--- src/rtl/gpio_bus_master.sv ---
//==============================================================================
// Module   : gpio_bus_master
// Purpose  : Command/response bridge issuing single write/read strobes to a
//            simple peripheral port. Optional macro GPIO_BUS_MASTER_VERIFY_EN
//            adds an automatic readback after every write with a mismatch flag.
// Revision : 1.0 - initial release
//==============================================================================
`default_nettype none

module gpio_bus_master #(
    parameter int DATA_W   = 32,
    parameter int READ_LAT = 1
) (
    input  logic              clk,
    input  logic              reset,
    input  logic              cmd_valid,
    output logic              cmd_ready,
    input  logic              cmd_write,
    input  logic [DATA_W-1:0] cmd_wdata,
    output logic              rsp_valid,
    input  logic              rsp_ready,
    output logic [DATA_W-1:0] rsp_rdata,
    output logic              rsp_err,
    output logic              wr_en,
    output logic              rd_en,
    output logic [DATA_W-1:0] wdata,
    input  logic [DATA_W-1:0] rdata,
    output logic              busy
);

    localparam int c_CNT_W = 4;

    typedef enum logic [2:0] {
        S_IDLE  = 3'd0,
        S_WRITE = 3'd1,
        S_READ  = 3'd2,
        S_WAIT  = 3'd3,
        S_RESP  = 3'd4
    } state_t;

    state_t              state_q;
    logic                cmd_ready_q;
    logic                busy_q;
    logic                wr_en_q;
    logic                rd_en_q;
    logic                rsp_valid_q;
    logic [DATA_W-1:0]   wdata_q;
    logic [DATA_W-1:0]   rsp_rdata_q;
    logic [c_CNT_W-1:0]  cnt_q;
`ifdef GPIO_BUS_MASTER_VERIFY_EN
    logic                write_q;
    logic                rsp_err_q;
`endif

    always_ff @(posedge clk) begin
        if (reset) begin
            state_q     <= S_IDLE;
            cmd_ready_q <= 1'b1;
            busy_q      <= 1'b0;
            wr_en_q     <= 1'b0;
            rd_en_q     <= 1'b0;
            rsp_valid_q <= 1'b0;
            wdata_q     <= '0;
            rsp_rdata_q <= '0;
            cnt_q       <= '0;
`ifdef GPIO_BUS_MASTER_VERIFY_EN
            write_q     <= 1'b0;
            rsp_err_q   <= 1'b0;
`endif
        end else begin
            // Strobes are single-cycle pulses; the state that wants one re-arms it.
            wr_en_q <= 1'b0;
            rd_en_q <= 1'b0;
            case (state_q)
                S_IDLE: begin
                    if (cmd_valid) begin
                        cmd_ready_q <= 1'b0;
                        busy_q      <= 1'b1;
`ifdef GPIO_BUS_MASTER_VERIFY_EN
                        write_q     <= cmd_write;
`endif
                        if (cmd_write) begin
                            state_q <= S_WRITE;
                            wr_en_q <= 1'b1;
                            wdata_q <= cmd_wdata;
                        end else begin
                            state_q <= S_READ;
                            rd_en_q <= 1'b1;
                        end
                    end
                end
                S_WRITE: begin
`ifdef GPIO_BUS_MASTER_VERIFY_EN
                    state_q <= S_READ;
                    rd_en_q <= 1'b1;
`else
                    state_q     <= S_RESP;
                    rsp_valid_q <= 1'b1;
                    rsp_rdata_q <= '0;
`endif
                end
                S_READ: begin
                    state_q <= S_WAIT;
                    cnt_q   <= c_CNT_W'(READ_LAT);
                end
                S_WAIT: begin
                    cnt_q <= cnt_q - 1'b1;
                    if (cnt_q == 4'd1) begin
                        state_q     <= S_RESP;
                        rsp_valid_q <= 1'b1;
                        rsp_rdata_q <= rdata;
`ifdef GPIO_BUS_MASTER_VERIFY_EN
                        // wdata_q still holds the written value, so it doubles as the reference.
                        rsp_err_q   <= write_q && (rdata != wdata_q);
`endif
                    end
                end
                S_RESP: begin
                    if (rsp_ready) begin
                        state_q     <= S_IDLE;
                        rsp_valid_q <= 1'b0;
                        cmd_ready_q <= 1'b1;
                        busy_q      <= 1'b0;
                    end
                end
                default: begin
                    state_q     <= S_IDLE;
                    cmd_ready_q <= 1'b1;
                    busy_q      <= 1'b0;
                    rsp_valid_q <= 1'b0;
                end
            endcase
        end
    end

    assign cmd_ready = cmd_ready_q;
    assign busy      = busy_q;
    assign wr_en     = wr_en_q;
    assign rd_en     = rd_en_q;
    assign wdata     = wdata_q;
    assign rsp_valid = rsp_valid_q;
    assign rsp_rdata = rsp_rdata_q;
`ifdef GPIO_BUS_MASTER_VERIFY_EN
    assign rsp_err   = rsp_err_q;
`else
    assign rsp_err   = 1'b0;
`endif

endmodule

`default_nettype wire

--- config.mk ---
export PLATFORM = sky130hd
export DESIGN_NAME = gpio_bus_master
export DESIGN_NICKNAME = d
export VERILOG_FILES = /design/src/rtl/gpio_bus_master.sv
export SDC_FILE = /design/constraint.sdc
export NUM_CORES = 1
export LEC_CHECK = 0
export ABC_AREA = 1
export CELL_PAD_IN_SITES_DETAIL_PLACEMENT = 0
export CELL_PAD_IN_SITES_GLOBAL_PLACEMENT = 1
export CORE_ASPECT_RATIO = 0.9
export CORE_UTILIZATION = 28
export DETAILED_ROUTE_END_ITERATION = 6
export PLACE_DENSITY_LB_ADDON = 0.25
export SYNTH_ARGS = -nofsm -noshare
export SYNTH_HDL_FRONTEND = slang
export SYNTH_SLANG_ARGS = --single-unit
--- constraint.sdc ---
create_clock -name clk -period 1.82 [get_ports clk]
set_input_delay 0.273 -clock clk [delete_from_list [all_inputs] [get_ports clk]]
set_output_delay 0.273 -clock clk [all_outputs]
set_load 0.02 [all_outputs]
==> flow_metrics.env <==
export IMPL_worstPathMaxFanout=2
export IMPL_crit_arrival_ps=1300
export IMPL_switching_share_pct=26.5
export IMPL_synthFlopType="dfxtp_1"
export IMPL_cts_resized=0
export IMPL_drc_errors=0
export IMPL_hold_ws_ps=338
export IMPL_antenna_left=0
export IMPL_rsz0062_at_grt="no"
export IMPL_multi_input_area_um2=1230
export IMPL_required_ps=1550
export IMPL_die_x_um=110
export IMPL_area_growth_syn_to_layout_pct=60.0
export IMPL_clkTransAtPathRegs_ps=60
export IMPL_coreArea_um2=10200
export IMPL_cellPowerDensity_nw_per_um2=915
export IMPL_path_class="flop to output port"
export IMPL_ys_seq_area_share_pct=51.6
export IMPL_path_buf_inv=1
export IMPL_port_buffers=137
export IMPL_synth_top_area_cell="dfxtp_1"
export IMPL_irDropWorstVdd_v=0.000521
export IMPL_clockRootBuffer="clkbuf_16"
export IMPL_cp_slowest_stage_delay_ps=640
export IMPL_setup_viol=0
export IMPL_synth_async_reset_ratio_pct=0
export IMPL_ys_ff_latch=76
export IMPL_cts_tree="done"
export IMPL_grt_pass1_wl_um=12800
export IMPL_initial_utilization_pct=28.8
export IMPL_skew_ps=7.72
export IMPL_status="complete, no violations"
export IMPL_globalRouteOverflowTotal=0
export IMPL_first_pass_iters=4
export IMPL_worstPathCellList="clkdlybuf4s50_1"
export IMPL_cellLeakagePower_nw=1.64
export IMPL_io_pins=139
export IMPL_slowest_stage="clkdlybuf4s50_1"
export IMPL_track_usage_pct=15.1
export IMPL_synthCells=362
export IMPL_vias_per_cell=4.52
export IMPL_drive_gt1_share_pct=12.0
export IMPL_synth_edf_count=0
export IMPL_yosysUniqueCellTypes=23
export IMPL_drt_iter0_drc=164
export IMPL_htreeDepth=3
export IMPL_clk_path_buf_depth=2
export IMPL_fin_ws_ps=242
export IMPL_fin_util_pct=46.0
export IMPL_worstHoldPathType="primary input to flop"
export IMPL_synthTopCellsByCount="nand2_1, dfxtp_1, a21oi_1, nand3_1, a21oi_2"
export IMPL_fp_dieH_um=99.3
export IMPL_wirelength_um=8160
export IMPL_gp_congestion=0.744
export IMPL_grt_pass1_vias=2655
export IMPL_syn_area_um2=2950
export IMPL_regArea_um2=1520
export IMPL_synth_nets=433
export IMPL_antenna_found_initial=0
export IMPL_min_period_ps=1580
export IMPL_vias=2839
export IMPL_cts_sinks=76
export IMPL_pwr_share_clk_pct=40.6
export IMPL_cts_buffers=9
export IMPL_power_switching_mw=1.14
export IMPL_synth_top_area_share_pct=51.6
export IMPL_pre_cts_ws_ps=227
export IMPL_p_comb_share_pct=17.8
export IMPL_hpwlAfterDp_um=5480
export IMPL_synth_area_leaders="dfxtp_1, nand2_1, a21oi_1"
export IMPL_syn_area_per_cell_um2=8.14
export IMPL_layout_nets=565
export IMPL_diodes=0
export IMPL_timing_fmax_ghz=0.634
export IMPL_maxCapViolCount=0
export IMPL_hold_viol=0
export IMPL_fin_tns_setup_ps=0
export IMPL_nFillCells=1007
export IMPL_die_area_um2=10900
export IMPL_wl_per_cell_um=13.0
export IMPL_insertion_delay_ps=320
export IMPL_pwr_share_seq_pct=41.6
export IMPL_worstSetupEndpointType="output port"
export IMPL_finalPower_mw=4.31
export IMPL_grt_max_degree=34
export IMPL_yosys_warnings=0
export IMPL_post_cts_buffers=0
export IMPL_cts_hold_buf=0
export IMPL_post_route_period_util_pct=86.7
export IMPL_synthMostInstantiatedCell="nand2_1"
export IMPL_fp_row_count=35
export IMPL_crit_path_start_kind="flop"
export IMPL_crit_family="buffers and inverters"
export IMPL_p_int_mw=3.17
export IMPL_slew_viol_final=0
-- flip-flops by register name, indices dropped and copies added (netlist names) --
name / count
rsp_valid: 1
wdata: 32
cnt_q: 4
cmd_ready: 1
state_q: 3
rsp_rdata: 32
busy: 1
rd_en: 1
wr_en: 1
-- logic make-up after synthesis --
group	after synthesis	share of synthesized area [%]
flops	76	51.6
compound gates	78	16.3
simple gates	167	24.4
fa+ha+maj	2	0.849
other cells	1	0.127
buf+inv	38	6.62
-- metrics by stage --
step / std cells / cell area [um2]
3_5_place_dp: 612 / 4420
4_1_cts: 628 / 4710
3_3_place_gp: 612 / 4420
6_report: 628 / 4710
2_1_floorplan: 362 / 2950
5_1_grt: 628 / 4710
-- power by group through the flow --
stage               logic (mW)  registers, mW  clock network (mW)
floorplan                0.316           1.91                   0
global placement         0.773           1.83                   0
detailed placement       0.775           1.83                   0
CTS                      0.777           1.79                1.82
global route             0.841           1.80                1.91
finish                   0.769           1.79                1.75
-- area by class of cell --
type                            instances  share of cell area (%)
Tap cell                              129                    3.42
Clock buffer                            9                    4.78
Multi-Input combinational cell        248                    26.1
Sequential cell                        76                    32.3
Inverter                               13                    1.04
Timing Repair Buffer                  146                    31.0
Clock inverter                          7                    1.43
-- worst paths after layout --
check,depth (start not counted),slack [ps],startpoint,to
max,1,240,busy,busy
min,2,340,reset,wr_en
max reg2reg,8,370,cnt_q[1],rsp_rdata[2]
min reg2reg,2,460,rsp_rdata[4],rsp_rdata[4]
-- layout by cell type, fill, tap and decap left out, types with 2 or more instances in the layout --
cell type,n
inv_1,10
clkinv_2,3
inv_2,3
ha_1,2
dfxtp_1,76
nor3_1,2
buf_12,2
nand2_1,110
o21ai_0,7
nand2_2,3
clkinvlp_4,3
clkbuf_16,9
clkdlybuf4s50_1,136
a21oi_1,46
nand3_1,38
buf_4,7
nor2_1,9
a21oi_2,23
o21a_1,2
-- per-layer routing --
metal,vias to the layer above,track usage [%],share of wire [%]
met4,0,3.64,0.82
met3,5,7.47,11
met1,1269,19.2,45
met2,120,23.0,42
met5,-,0,0
li1,1445,-,-
(Power assumes the default switching activity.)
